`config.mk`:
```
export PLATFORM = sky130hd
export DESIGN_NAME = uart_rx
export DESIGN_NICKNAME = d
export VERILOG_FILES = /design/src/rtl/uart_pkg.sv /design/src/rtl/uart_rx_sync.sv /design/src/rtl/uart_rx.sv
export SDC_FILE = /design/constraint.sdc
export NUM_CORES = 1
export LEC_CHECK = 0
export CAP_MARGIN = 40
export CORE_MARGIN = 3
export CORE_UTILIZATION = 58
export DETAILED_ROUTE_END_ITERATION = 8
export PLACE_DENSITY = 0.81
export SETUP_SLACK_MARGIN = 0.3
export SYNTH_ARGS = -nofsm -noshare
export SYNTH_HDL_FRONTEND = slang
export SYNTH_HIERARCHICAL = 1
export SYNTH_SLANG_ARGS = --single-unit
```
`constraint.sdc`:
```
create_clock -name clk_i -period 4.7 [get_ports clk_i]
set_input_delay 0.94 -clock clk_i [delete_from_list [all_inputs] [get_ports clk_i]]
set_output_delay 0.94 -clock clk_i [all_outputs]
set_load 0.01 [all_outputs]
```
`src/rtl/uart_pkg.sv`:
```
// Shared UART definitions.
// Frame constants are used by both the transmit and receive paths; the
// receiver state type and holding-register layout live here so the
// transmitter and any debug logic can refer to the same encoding.
package uart_pkg;
  localparam int   DATA_BITS  = 8;
  localparam logic IDLE_LEVEL = 1'b1;

  typedef enum logic [2:0] {IDLE, START, DATA, PARITY, STOP} rx_state_t;

  // Byte plus the error flags that belong to it; committed together.
  typedef struct packed {
    logic [DATA_BITS-1:0] data;
    logic                 frame_err;
    logic                 parity_err;
  } rx_hold_t;
endpackage

```
`src/rtl/uart_rx_sync.sv`:
```
// Two-flop synchronizer for a single asynchronous input.
// Ports:
//   clk   - destination clock
//   rst_n - asynchronous active-low reset, forces both flops to RESET_VAL
//   d     - asynchronous input
//   q     - synchronized output, two cycles of latency
// RESET_VAL defaults to the serial idle level so a line that is idle
// through reset never looks like a start bit.
module uart_rx_sync
  import uart_pkg::*;
#(
  parameter logic RESET_VAL = IDLE_LEVEL
) (
  input  logic clk,
  input  logic rst_n,
  input  logic d,
  output logic q
);
  logic meta;

  always_ff @(posedge clk or negedge rst_n) begin
    if (!rst_n) begin
      meta <= RESET_VAL;
      q    <= RESET_VAL;
    end else begin
      meta <= d;
      q    <= meta;
    end
  end
endmodule

```
`src/rtl/uart_rx.sv`:
```
// UART receiver, 8N1 or 8E1, LSB first.
// Ports:
//   clk_i        - system clock
//   reset_ni     - asynchronous active-low reset
//   rx_i         - serial input, idle high, asynchronous to clk_i
//   read_i       - consumer pulse, clears valid_o and overrun_o
//   data_o       - last received byte
//   valid_o      - holding register holds an unread byte
//   frame_err_o  - stop bit of data_o sampled low
//   parity_err_o - even-parity mismatch on data_o (0 when PARITY_EN=0)
//   overrun_o    - sticky, a byte was committed over an unread one
//   busy_o       - a frame is being received
// Bits are sampled mid-bit: the start bit is re-checked HALF cycles after
// the falling edge, every later bit one full bit time after that.
module uart_rx
  import uart_pkg::*;
#(
  parameter int CLKS_PER_BIT = 8,
  parameter bit PARITY_EN    = 1'b0
) (
  input  logic                 clk_i,
  input  logic                 reset_ni,
  input  logic                 rx_i,
  input  logic                 read_i,
  output logic [DATA_BITS-1:0] data_o,
  output logic                 valid_o,
  output logic                 frame_err_o,
  output logic                 parity_err_o,
  output logic                 overrun_o,
  output logic                 busy_o
);
  localparam int             HALF     = CLKS_PER_BIT / 2;
  localparam int             BW       = $clog2(CLKS_PER_BIT);
  localparam logic [BW-1:0]  HALF_M1  = BW'(HALF - 1);
  localparam logic [BW-1:0]  FULL_M1  = BW'(CLKS_PER_BIT - 1);
  localparam logic [2:0]     LAST_BIT = 3'(DATA_BITS - 1);

  rx_state_t            state, state_n;
  logic [BW-1:0]        baud_cnt, baud_n;
  logic [2:0]           bit_cnt, bit_n;
  logic [DATA_BITS-1:0] shreg, shreg_n;
  logic                 perr, perr_n;
  logic                 commit;
  logic                 rx_s;
  rx_hold_t             hold;

  uart_rx_sync u_sync (
    .clk   (clk_i),
    .rst_n (reset_ni),
    .d     (rx_i),
    .q     (rx_s)
  );

  always_ff @(posedge clk_i or negedge reset_ni) begin
    if (!reset_ni) begin
      state    <= IDLE;
      baud_cnt <= '0;
      bit_cnt  <= '0;
      shreg    <= '0;
      perr     <= 1'b0;
    end else begin
      state    <= state_n;
      baud_cnt <= baud_n;
      bit_cnt  <= bit_n;
      shreg    <= shreg_n;
      perr     <= perr_n;
    end
  end

  always_comb begin
    state_n = state;
    baud_n  = baud_cnt;
    bit_n   = bit_cnt;
    shreg_n = shreg;
    perr_n  = perr;
    commit  = 1'b0;
    unique case (state)
      IDLE: begin
        if (!rx_s) begin
          state_n = START;
          baud_n  = '0;
        end
      end
      START: begin
        baud_n = baud_cnt + 1'b1;
        if (baud_cnt == HALF_M1) begin
          baud_n = '0;
          if (!rx_s) begin
            state_n = DATA;
            bit_n   = '0;
            perr_n  = 1'b0;
          end else begin
            // line went back high before mid-start: a glitch, not a frame
            state_n = IDLE;
          end
        end
      end
      DATA: begin
        baud_n = baud_cnt + 1'b1;
        if (baud_cnt == FULL_M1) begin
          baud_n  = '0;
          shreg_n = {rx_s, shreg[DATA_BITS-1:1]};
          if (bit_cnt == LAST_BIT) state_n = PARITY_EN ? PARITY : STOP;
          else                     bit_n   = bit_cnt + 3'd1;
        end
      end
      PARITY: begin
        baud_n = baud_cnt + 1'b1;
        if (baud_cnt == FULL_M1) begin
          baud_n  = '0;
          perr_n  = (^shreg) ^ rx_s;
          state_n = STOP;
        end
      end
      STOP: begin
        baud_n = baud_cnt + 1'b1;
        if (baud_cnt == FULL_M1) begin
          baud_n  = '0;
          commit  = 1'b1;
          state_n = IDLE;
        end
      end
      default: state_n = IDLE;
    endcase
  end

  // A commit always wins over a coincident read; overrun only flags a byte
  // that was overwritten without ever being acknowledged.
  always_ff @(posedge clk_i or negedge reset_ni) begin
    if (!reset_ni) begin
      hold      <= '0;
      valid_o   <= 1'b0;
      overrun_o <= 1'b0;
    end else if (commit) begin
      hold      <= '{data: shreg, frame_err: ~rx_s, parity_err: PARITY_EN && perr};
      valid_o   <= 1'b1;
      if (valid_o && !read_i) overrun_o <= 1'b1;
    end else if (read_i && valid_o) begin
      valid_o   <= 1'b0;
      overrun_o <= 1'b0;
    end
  end

  assign data_o       = hold.data;
  assign frame_err_o  = hold.frame_err;
  assign parity_err_o = hold.parity_err;
  assign busy_o       = (state != IDLE);
endmodule
```
# Word-level counts from Yosys, hierarchy flattened
# Index checks and enable logic that the tools add are counted.
# op_classes
n_addsub	2
eq_ne	16
mux	22
bitwise_logic	1
n_reduce_logical	14
# op_table
operator	n
two-way mux 3 bit	12
inequality test 2 bit, second input constant	8
one-hot mux 3 bit (5 select lines)	1
== test 3 x 2 -> 1 bit, second input constant	3
== test 3 bit, second input constant	3
one-hot mux 3 bit (3 select lines)	1
adder 3 x 1 -> 3 bit, second input constant	2
two-way mux 1 bit	6
one-hot mux 3 bit (2 select lines)	1
AND reduction 2 bit	3
AND reduction 6 bit	1
nonzero test 3 bit	2
AND reduction 5 bit	1
nonzero test 2 bit	2
== test 3 x 1 -> 1 bit, second input constant	1
logical NOT 3 bit	1
OR reduction 3 bit	1
logical AND 1 bit	2
two-way mux 2 bit	1
inequality test 2 x 1 -> 1 bit, second input constant	1
logical NOT 1 bit	1
inverter 1 bit	1
# word_totals
regBits	30
input_bits	4
out_inout_bits	13
elab_cells	65

# Depth between registers and ports, before layout
# Gate-level depths: netlist of the first run.
# logic_depth
depth_word	5
depth_mapped	7
ltp_nobuf	7

# By module
# Netlist of the first run, hierarchy kept.
# modules_own_cells
module	instances	cells_each	area_per_inst_um2	seq_area_each_um2
uart_rx	1	122	1355.0	700.7
uart_rx_sync	1	2	52.6	52.6

# Worst setup path before layout of the first run
# No wires, ideal clock.
# synth_timing
path_type	register to output
start	register state[2]
end	output port busy_o
t_arrival_ns	0.937
required_time_ns	3.760
setup_slack_ns	2.823
stages_incl_launch_ff	3
path_buffers	1
cell_sequence	dfrtp_1 buf_2 or3_1
# synth_between
elab_chain_cells	1
# synth_rtl
item	line	source
from (decl)	uart_rx.sv:38	rx_state_t state, state_n;
from (signal assigned)	uart_rx.sv:62	state <= state_n;
nonzero test 3 bit	uart_rx.sv:147	assign busy_o = (state != IDLE);
to (decl)	uart_rx.sv:30	output logic busy_o
# Every way passes these cells.

# Worst setup path after layout of the first run
# layout_timing
start	register state[0]
end	output port busy_o
# The elaborated chain is that of the path after synthesis.

==> results_dict.tcl, run 1 <==
set metrics [dict create \
    status "finished clean" \
    cp_cell_sequence "or3_1 > clkdlybuf4s50_1" \
    finalHoldViolCount 0 \
    drc_errors 0 \
    synth_top_flop_cell "dfrtp_1" \
    synth_top_area_cell "dfrtp_1" \
    rsz0062_at_grt "no" \
    core-area_um2 2250 \
    synthTopCellsByArea "dfrtp_1 (50%), mux2_2 (8.0%), nand2_1 (7.5%), ha_1 (6.2%), dfstp_2 (3.7%)" \
    path_clk_slew_ns 0.10 \
    cts-root-buf "clkbuf_4" \
    grt_max_degree 31 \
    post_cts_buffers 0 \
    die_h_um 55.3 \
    antenna_found_initial 0 \
    initial_core_util 0.624 \
    r2r_cells 4 \
    n_antenna_cell 0 \
    cts_tree "yes" \
    r2r-start "baud_cnt[0]" \
    firstDrtPassIters 4 \
    grt_pass1_wl_um 4320 \
    clkSinkCount 30 \
    cp.required_ns 3.76 \
    cts-resized-gates 0 \
    syn-cell-area_um2 1410 \
    hold_depth 0 \
    cellPowerDensity_nw_per_um2 464 \
    fin_crit_ns 2.72 \
    drt-initial-drc-count 26 \
    setup_viol 0 \
    avgSynthCellArea_um2 11.4 \
    yosys.cell_types.count 32 \
    slew_viol_final 0 \
    clock_latency_ns 0.34 \
    tns_ns 0 \
    place.gp.congestion 0.898 \
    dieWidth_um 55.3 \
    cts_buffer_depth 2 \
    min_to "u_sync/q" \
    synth_top_area_frac 0.498 \
    slowest_stage "dfrtp_1" \
    maxCapViolCount 0 \
    wire_per_inst_um 14.8 \
    drt.antenna.violating_nets 0 \
    worst-setup-path-type "flop to output pin" \
    start_kind "flop" \
    seq_area_frac_synth 0.535 \
    drive_gt1_frac 0.169 \
    io_pins 17 \
    synth_commonest_cells "dfrtp_1 (28), nand2_1 (28), mux2_2 (10)" \
    first_global_vias 966 \
    async_flop_share 1.00 \
    syn_inst 124 \
    syn-num-nets 135 \
    hold_class "flop to flop" \
    io_buffers 15 \
    final_nets 152 \
    arrival_ns 1.78 \
    p_total_mw 0.751 \
    dp_hpwl_um 1740 \
    hold_buffers 0 \
    cp_max_fo 10 \
    timing.final.crit_share 0.578 \
    worst-r2r-setup-slack_ns 2.79 \
    cts_made_buffers 5 \
    synth_seq_cells 30 \
    synth_edf_count 0 \
    power.leakage_nw 0.779 \
    grt_overflow 0 \
    critical_path.max_stage_delay_ns 0.55 \
    area_growth_pct 14.9 \
    min_from "u_sync/meta" \
    regToRegEndpoint "shreg[5]" \
    avgViaCountPerCell 5.66 \
    routed_wl_um 2520 \
    skew_ns 0.0175 \
    htreeDepth 2 \
    fmax_mhz 368 \
    vias 963 \
    ys.warnings.count 6 \
    cp-end-kind "output pin" \
    track_usage 0.186 \
    ir_drop_mv 0.344 \
    n_fill_cell 182 \
    num_rows 17 \
    dieArea_um2 3050 \
]
area by class of cell:
type                       count  area, µm²  area share
multi-input combinational     85        601       0.371
tap                           28       35.0      0.0217
clock inverter                 1       5.00     0.00309
inverter                       3       11.3     0.00696
sequential                    30        753       0.466
timing repair buffer          16        158      0.0974
clock buffer                   7       55.1      0.0340
kinds of logic after synthesis:
kind of cell | share of synthesized area
multiplexers | 0.0942
adder cells (fa/ha/maj) | 0.0622
buffers and inverters | 0.0382
AO/OA/AOI/OAI | 0.0951
AND/OR/NAND/NOR | 0.172
other | 0.00266
flip-flops | 0.535
metrics by stage:
| stage | instances | instance area (µm²) | util | hold WS (ns) | worst slack, ns |
|---|---|---|---|---|---|
| floorplan | 124 | 1410 | - | 0.345 | 2.82 |
| global placement | 162 | 1560 | 0.691 | 0.346 | 2.39 |
| global route | 170 | 1620 | 0.718 | 0.374 | 1.90 |
| detailed placement | 162 | 1560 | 0.691 | 0.356 | 2.36 |
| CTS | 170 | 1620 | 0.718 | 0.369 | 1.98 |
| finish | 170 | 1620 | 0.718 | 0.368 | 1.98 |
registers in the layout, summed over array words and instances, names as in the netlist:
register	count
data_o	8
shreg	8
baud_cnt	3
bit_cnt	3
state	3
frame_err_o	1
overrun_o	1
u_sync/meta	1
u_sync/q	1
valid_o	1
power by group:
part	internal [mW]	switching, mW	total [mW]
Combinational	0.121	0.113	0.233
Clock	0.0724	0.0893	0.162
Sequential	0.296	0.0607	0.357
critical path: cells and delay by family, from the launching register on:
| kind | cells | cell delay [ns] |
|---|---|---|
| buf+inv | 1 | 0.48 |
| flops | 1 | 0.55 |
| simple gates | 1 | 0.40 |
how the worst max path moves through the flow:
stage / startpoint / end / slack, ns / cells after the start
final: state[0] / busy_o / 1.98 / 2
after global routing: state[0] / busy_o / 1.90 / 2
after CTS: state[0] / busy_o / 1.98 / 2
after detailed placement: state[0] / busy_o / 2.36 / 2
after global placement: state[0] / busy_o / 2.39 / 2
after floorplan: state[2] / busy_o / 2.82 / 2
placed cells by master, fill, tap and decap left out, types with 2 or more instances in the layout:
| master | netlist | routed |
|---|---|---|
| ha_1 | 7 | 7 |
| dfstp_2 | 2 | 2 |
| a22o_1 | 3 | 3 |
| or3_1 | 2 | 2 |
| clkdlybuf4s50_1 | 0 | 15 |
| clkbuf_4 | 0 | 5 |
| inv_1 | 3 | 3 |
| nand2_1 | 28 | 28 |
| a21oi_1 | 7 | 7 |
| mux2i_1 | 2 | 2 |
| nor2b_1 | 3 | 3 |
| nor2_1 | 3 | 3 |
| o21ai_0 | 5 | 5 |
| mux2_2 | 10 | 10 |
| dfrtp_1 | 28 | 28 |
metal layers:
metal | track usage | up-vias | part of all wire
li1 | - | 464 | -
met1 | 0.226 | 474 | 0.45
met2 | 0.280 | 20 | 0.49
met3 | 0.0864 | 5 | 0.050
met4 | 0.0833 | 0 | 0.010
met5 | 0 | - | 0
(Power assumes the default switching activity.)
==> run 2, diff against run 1 <==
CORE_UTILIZATION = 49   (was 58)
PLACE_DENSITY = 0.72   (was 0.81)
clock period = 2.2 ns   (was 4.7 ns; I/O delays follow)
==> results_dict.tcl, run 2 (synthesis gave the netlist of run 1 again) <==
set metrics [dict create \
    status "finished clean" \
    first_global_vias 935 \
    r2r-start "baud_cnt[0]" \
    cts_buffer_depth 2 \
    drt-initial-drc-count 22 \
    hold_depth 0 \
    finalHoldViolCount 0 \
    hold_class "flop to flop" \
    fin_crit_ns 1.79 \
    n_fill_cell 222 \
    firstDrtPassIters 3 \
    clkSinkCount 30 \
    num_rows 18 \
    dieWidth_um 59.6 \
    min_from "u_sync/meta" \
    cp.required_ns 1.76 \
    place.gp.congestion 0.851 \
    routed_wl_um 2450 \
    cts-root-buf "clkbuf_4" \
    cp_max_fo 2 \
    min_to "u_sync/q" \
    area_growth_pct 18.8 \
    multiInputGateArea_um2 601 \
    seqCellArea_um2 753 \
    io_buffers 15 \
    clock_latency_ns 0.33 \
    dp_hpwl_um 1770 \
    fmax_mhz 559 \
    rsz0062_at_grt "no" \
    drc_errors 0 \
    timing.final.crit_share 0.813 \
    vias 950 \
    arrival_ns 1.35 \
    die_h_um 59.6 \
    slew_headroom 0.607 \
    worst-r2r-setup-slack_ns 0.51 \
    avgViaCountPerCell 5.37 \
    path_clk_slew_ns 0.10 \
    cts_made_buffers 5 \
    n_antenna_cell 0 \
    mostFrequentLayoutCells "nand2_1 (28), dfrtp_1 (28), clkdlybuf4s50_1 (14)" \
    cts_tree "yes" \
    cellPowerDensity_nw_per_um2 975 \
    initial_core_util 0.539 \
    tns_ns 0 \
    io_pins 17 \
    ir_drop_mv 0.864 \
    core-area_um2 2610 \
    regToRegEndpoint "bit_cnt[0]" \
    drt.antenna.violating_nets 0 \
    grt_max_degree 20 \
    worstMarginPinSlew_ns 0.588 \
    maxCapViolCount 0 \
    htreeDepth 2 \
    skew_ns 0.00684 \
    grt_pass1_wl_um 4320 \
    final_util 0.640 \
    slew_viol_final 0 \
    wire_per_inst_um 13.8 \
    setup_viol 0 \
    track_usage 0.169 \
    hold_buffers 0 \
    worst-setup-path-type "flop to output pin" \
    antenna_found_initial 0 \
    r2r_cells 5 \
    drive_gt1_frac 0.204 \
    grt_overflow 0 \
    dieArea_um2 3550 \
    start_kind "flop" \
    power.leakage_nw 0.808 \
    cp-end-kind "output pin" \
    final_nets 157 \
]
[run 2: changes by cell type in the layout (fill, tap and decap cells not counted), sizes merged]
cell           change
clkbuf             -1
clkdlybuf4s50      -1
dlygate4sd2        +1
buf                +5
clkinvlp           +1
[run 2: cell type report]
class | count | share of cell area
clock buffer | 6 | 0.0307
clock inverter | 2 | 0.00748
inverter | 3 | 0.00673
multi-input combinational | 85 | 0.359
sequential | 30 | 0.450
tap | 30 | 0.0224
timing repair buffer | 21 | 0.123
[run 2: worst max-delay path by stage]
stage	startpoint	endpoint	slack, ns	cells after the start
floorplan	baud_cnt[0]	shreg[0]	0.58	4
global placement	baud_cnt[0]	shreg[3]	0.47	4
detailed placement	baud_cnt[0]	shreg[5]	0.43	4
CTS	state[1]	busy_o	0.38	2
global route	state[1]	busy_o	0.35	2
finish	state[1]	busy_o	0.41	2
[run 2: per-layer routing]
metal,wire length [µm],global-route usage,vias to the layer above,share of wire
li1,-,-,472,-
met1,1120,0.206,458,0.46
met2,1170,0.264,18,0.48
met3,131,0.0675,2,0.053
met4,23,0.0759,0,0.0094
met5,0,0,-,0
[run 2: stage by stage]
| step | power (mW) | instance area (µm²) | hold slack (ns) | cells | setup WS (ns) |
|---|---|---|---|---|---|
| after global placement | 1.26 | 1600 | 0.347 | 167 | 0.473 |
| after global routing | 1.75 | 1670 | 0.365 | 177 | 0.347 |
| after CTS | 1.65 | 1660 | 0.362 | 175 | 0.381 |
| final | 1.63 | 1670 | 0.361 | 177 | 0.412 |
| after floorplan | 1.16 | 1410 | 0.144 | 124 | 0.580 |
| after detailed placement | 1.30 | 1600 | 0.348 | 167 | 0.429 |
[run 2: repair_timing]
action / 4_1_cts / 5_1_grt
setup endpoints to repair: 1 / 4
setup buffers: 0 / 2
resized for setup: 1 / 0
hold endpoints to repair: 0 / 0
[run 2: critical path, stage by stage, from the launching register on]
cell	delay, ns
dfrtp_1	0.38
or3_1	0.35
dlygate4sd2_1	0.29
[run 2: power by group]
group | switching (mW) | internal, mW
clock | 0.196 | 0.153
sequential | 0.0631 | 0.633
combinational | 0.304 | 0.281
==> run 3, diff against run 2 <==
CORE_UTILIZATION = 54   (was 49)
PLACE_DENSITY = 0.76   (was 0.72)
clock period = 1.7 ns   (was 2.2 ns; I/O delays follow)
==> results_dict.tcl, run 3 (synthesis gave the netlist of run 1 again) <==
set metrics [dict create \
    dp_hpwl_um 1880 \
    n_antenna_cell 0 \
    drive_gt1_frac 0.409 \
    hold_class "flop to flop" \
    final_nets 175 \
    avgViaCountPerCell 5.87 \
    grt_max_degree 31 \
    setup_viol 0 \
    routed_wl_um 3550 \
    antenna_found_initial 0 \
    dieArea_um2 3260 \
    fin_cells 192 \
    cp_max_fo 2 \
    grt_overflow 0 \
    cts_made_buffers 5 \
    dpl.cell_count 168 \
    r2r-start "baud_cnt[1]" \
    initial_core_util 0.602 \
    slew_viol_final 0 \
    timing.final.crit_share 0.942 \
    worst-setup-path-type "flop to output pin" \
    tns_ns 0 \
    cp.required_ns 1.36 \
    dieWidth_um 57.1 \
    setup_ws_ns 0.0980 \
    core-area_um2 2340 \
    arrival_ns 1.26 \
    start_kind "flop" \
    track_usage 0.209 \
    path_clk_slew_ns 0.09 \
    cp-end-kind "output pin" \
    drt.antenna.violating_nets 0 \
    vias 1127 \
    wire_per_inst_um 18.5 \
    io_pins 17 \
    cts_tree "yes" \
    clkSinkCount 30 \
    fmax_mhz 624 \
    final_common_cell "nand2_1" \
    skew_ns 0.0153 \
    num_rows 17 \
    cts_buffer_depth 2 \
    place.gp.congestion 0.778 \
    ir_drop_mv 1.63 \
    fin_crit_ns 1.60 \
    p_total_mw 2.93 \
    status "finished clean" \
    cellPowerDensity_nw_per_um2 1440 \
    cts-root-buf "clkbuf_4" \
    grt_pass1_wl_um 5200 \
    mostFrequentLayoutCells "nand2_1 (28), dfrtp_1 (27), buf_4 (17)" \
    htreeDepth 2 \
    hold_buffers 0 \
    firstDrtPassIters 4 \
    maxCapViolCount 0 \
    first_global_vias 1091 \
    dp_slack_ns 0.00194 \
    drt-initial-drc-count 41 \
    drc_errors 0 \
    rsz0062_at_grt "yes" \
    area_growth_pct 44.3 \
    min_from "u_sync/meta" \
    clock_latency_ns 0.33 \
    die_h_um 57.1 \
    io_buffers 15 \
    crit_start "state[1]" \
    power.leakage_nw 0.992 \
    finalHoldViolCount 0 \
]
-- run 3: cell types whose count changed in the layout (fill, tap and decap cells not counted), moves of 5 or more --
cell / before / now
ha_1: 7 / 1
ha_4: 0 / 5
buf_4: 5 / 17
clkdlybuf4s50_1: 14 / 3
dlygate4sd2_1: 1 / 9
mux2_4: 0 / 9
mux2_2: 10 / 1
-- run 3: worst paths after layout --
kind	slack, ns	end	depth (start not counted)
max	0.1	busy_o	2
min in group asynchronous	0.41	frame_err_o	2
max in group asynchronous	0.95	u_sync/meta	2
min reg2reg	0.36	u_sync/q	0
max reg2reg	0.15	bit_cnt[0]	6
min	0.36	u_sync/q	0
-- run 3: power breakdown --
group / switching (mW) / internal, mW / leakage, nW
Clock: 0.239 / 0.342 / 0.0443
Sequential: 0.103 / 0.822 / 0.400
Combinational: 0.642 / 0.782 / 0.548
-- run 3: metal layers --
| metal | part of all wire | global-route usage | vias to the layer above |
|---|---|---|---|
| met4 | 0.016 | 0.113 | 0 |
| met1 | 0.41 | 0.248 | 575 |
| met2 | 0.52 | 0.343 | 37 |
| li1 | - | - | 508 |
| met5 | 0 | 0 | - |
| met3 | 0.054 | 0.0588 | 7 |
-- run 3: layout make-up --
type	instances	area, µm²
flip-flops and latches	30	754
repair buffers	39	375
multi-input cells	85	773
clock buffers	6	51.3
fillers	106	309
inverters	3	11.3
well taps	28	35.0
clock inverters	1	30.0
-- run 3: critical path: stages (launching register included) --
cell     delay (ns)
dfrtp_1        0.39
or3_1          0.39
buf_2          0.16
-- run 3: per-stage QoR --
stage                     hold WS, ns  area, µm²   util
after floorplan                0.0444       1440      -
after global placement          0.350       1640  0.700
after detailed placement        0.348       1640  0.700
after CTS                       0.365       1850  0.791
after global routing            0.368       2030  0.868
final                           0.360       2030  0.868
-- run 3: what timing repair did --
action,CTS,global route
buffers inserted,6,10
gates resized for setup,36,17
cloned,0,1
endpoints found under the setup margin,37,20
pin swaps,6,9
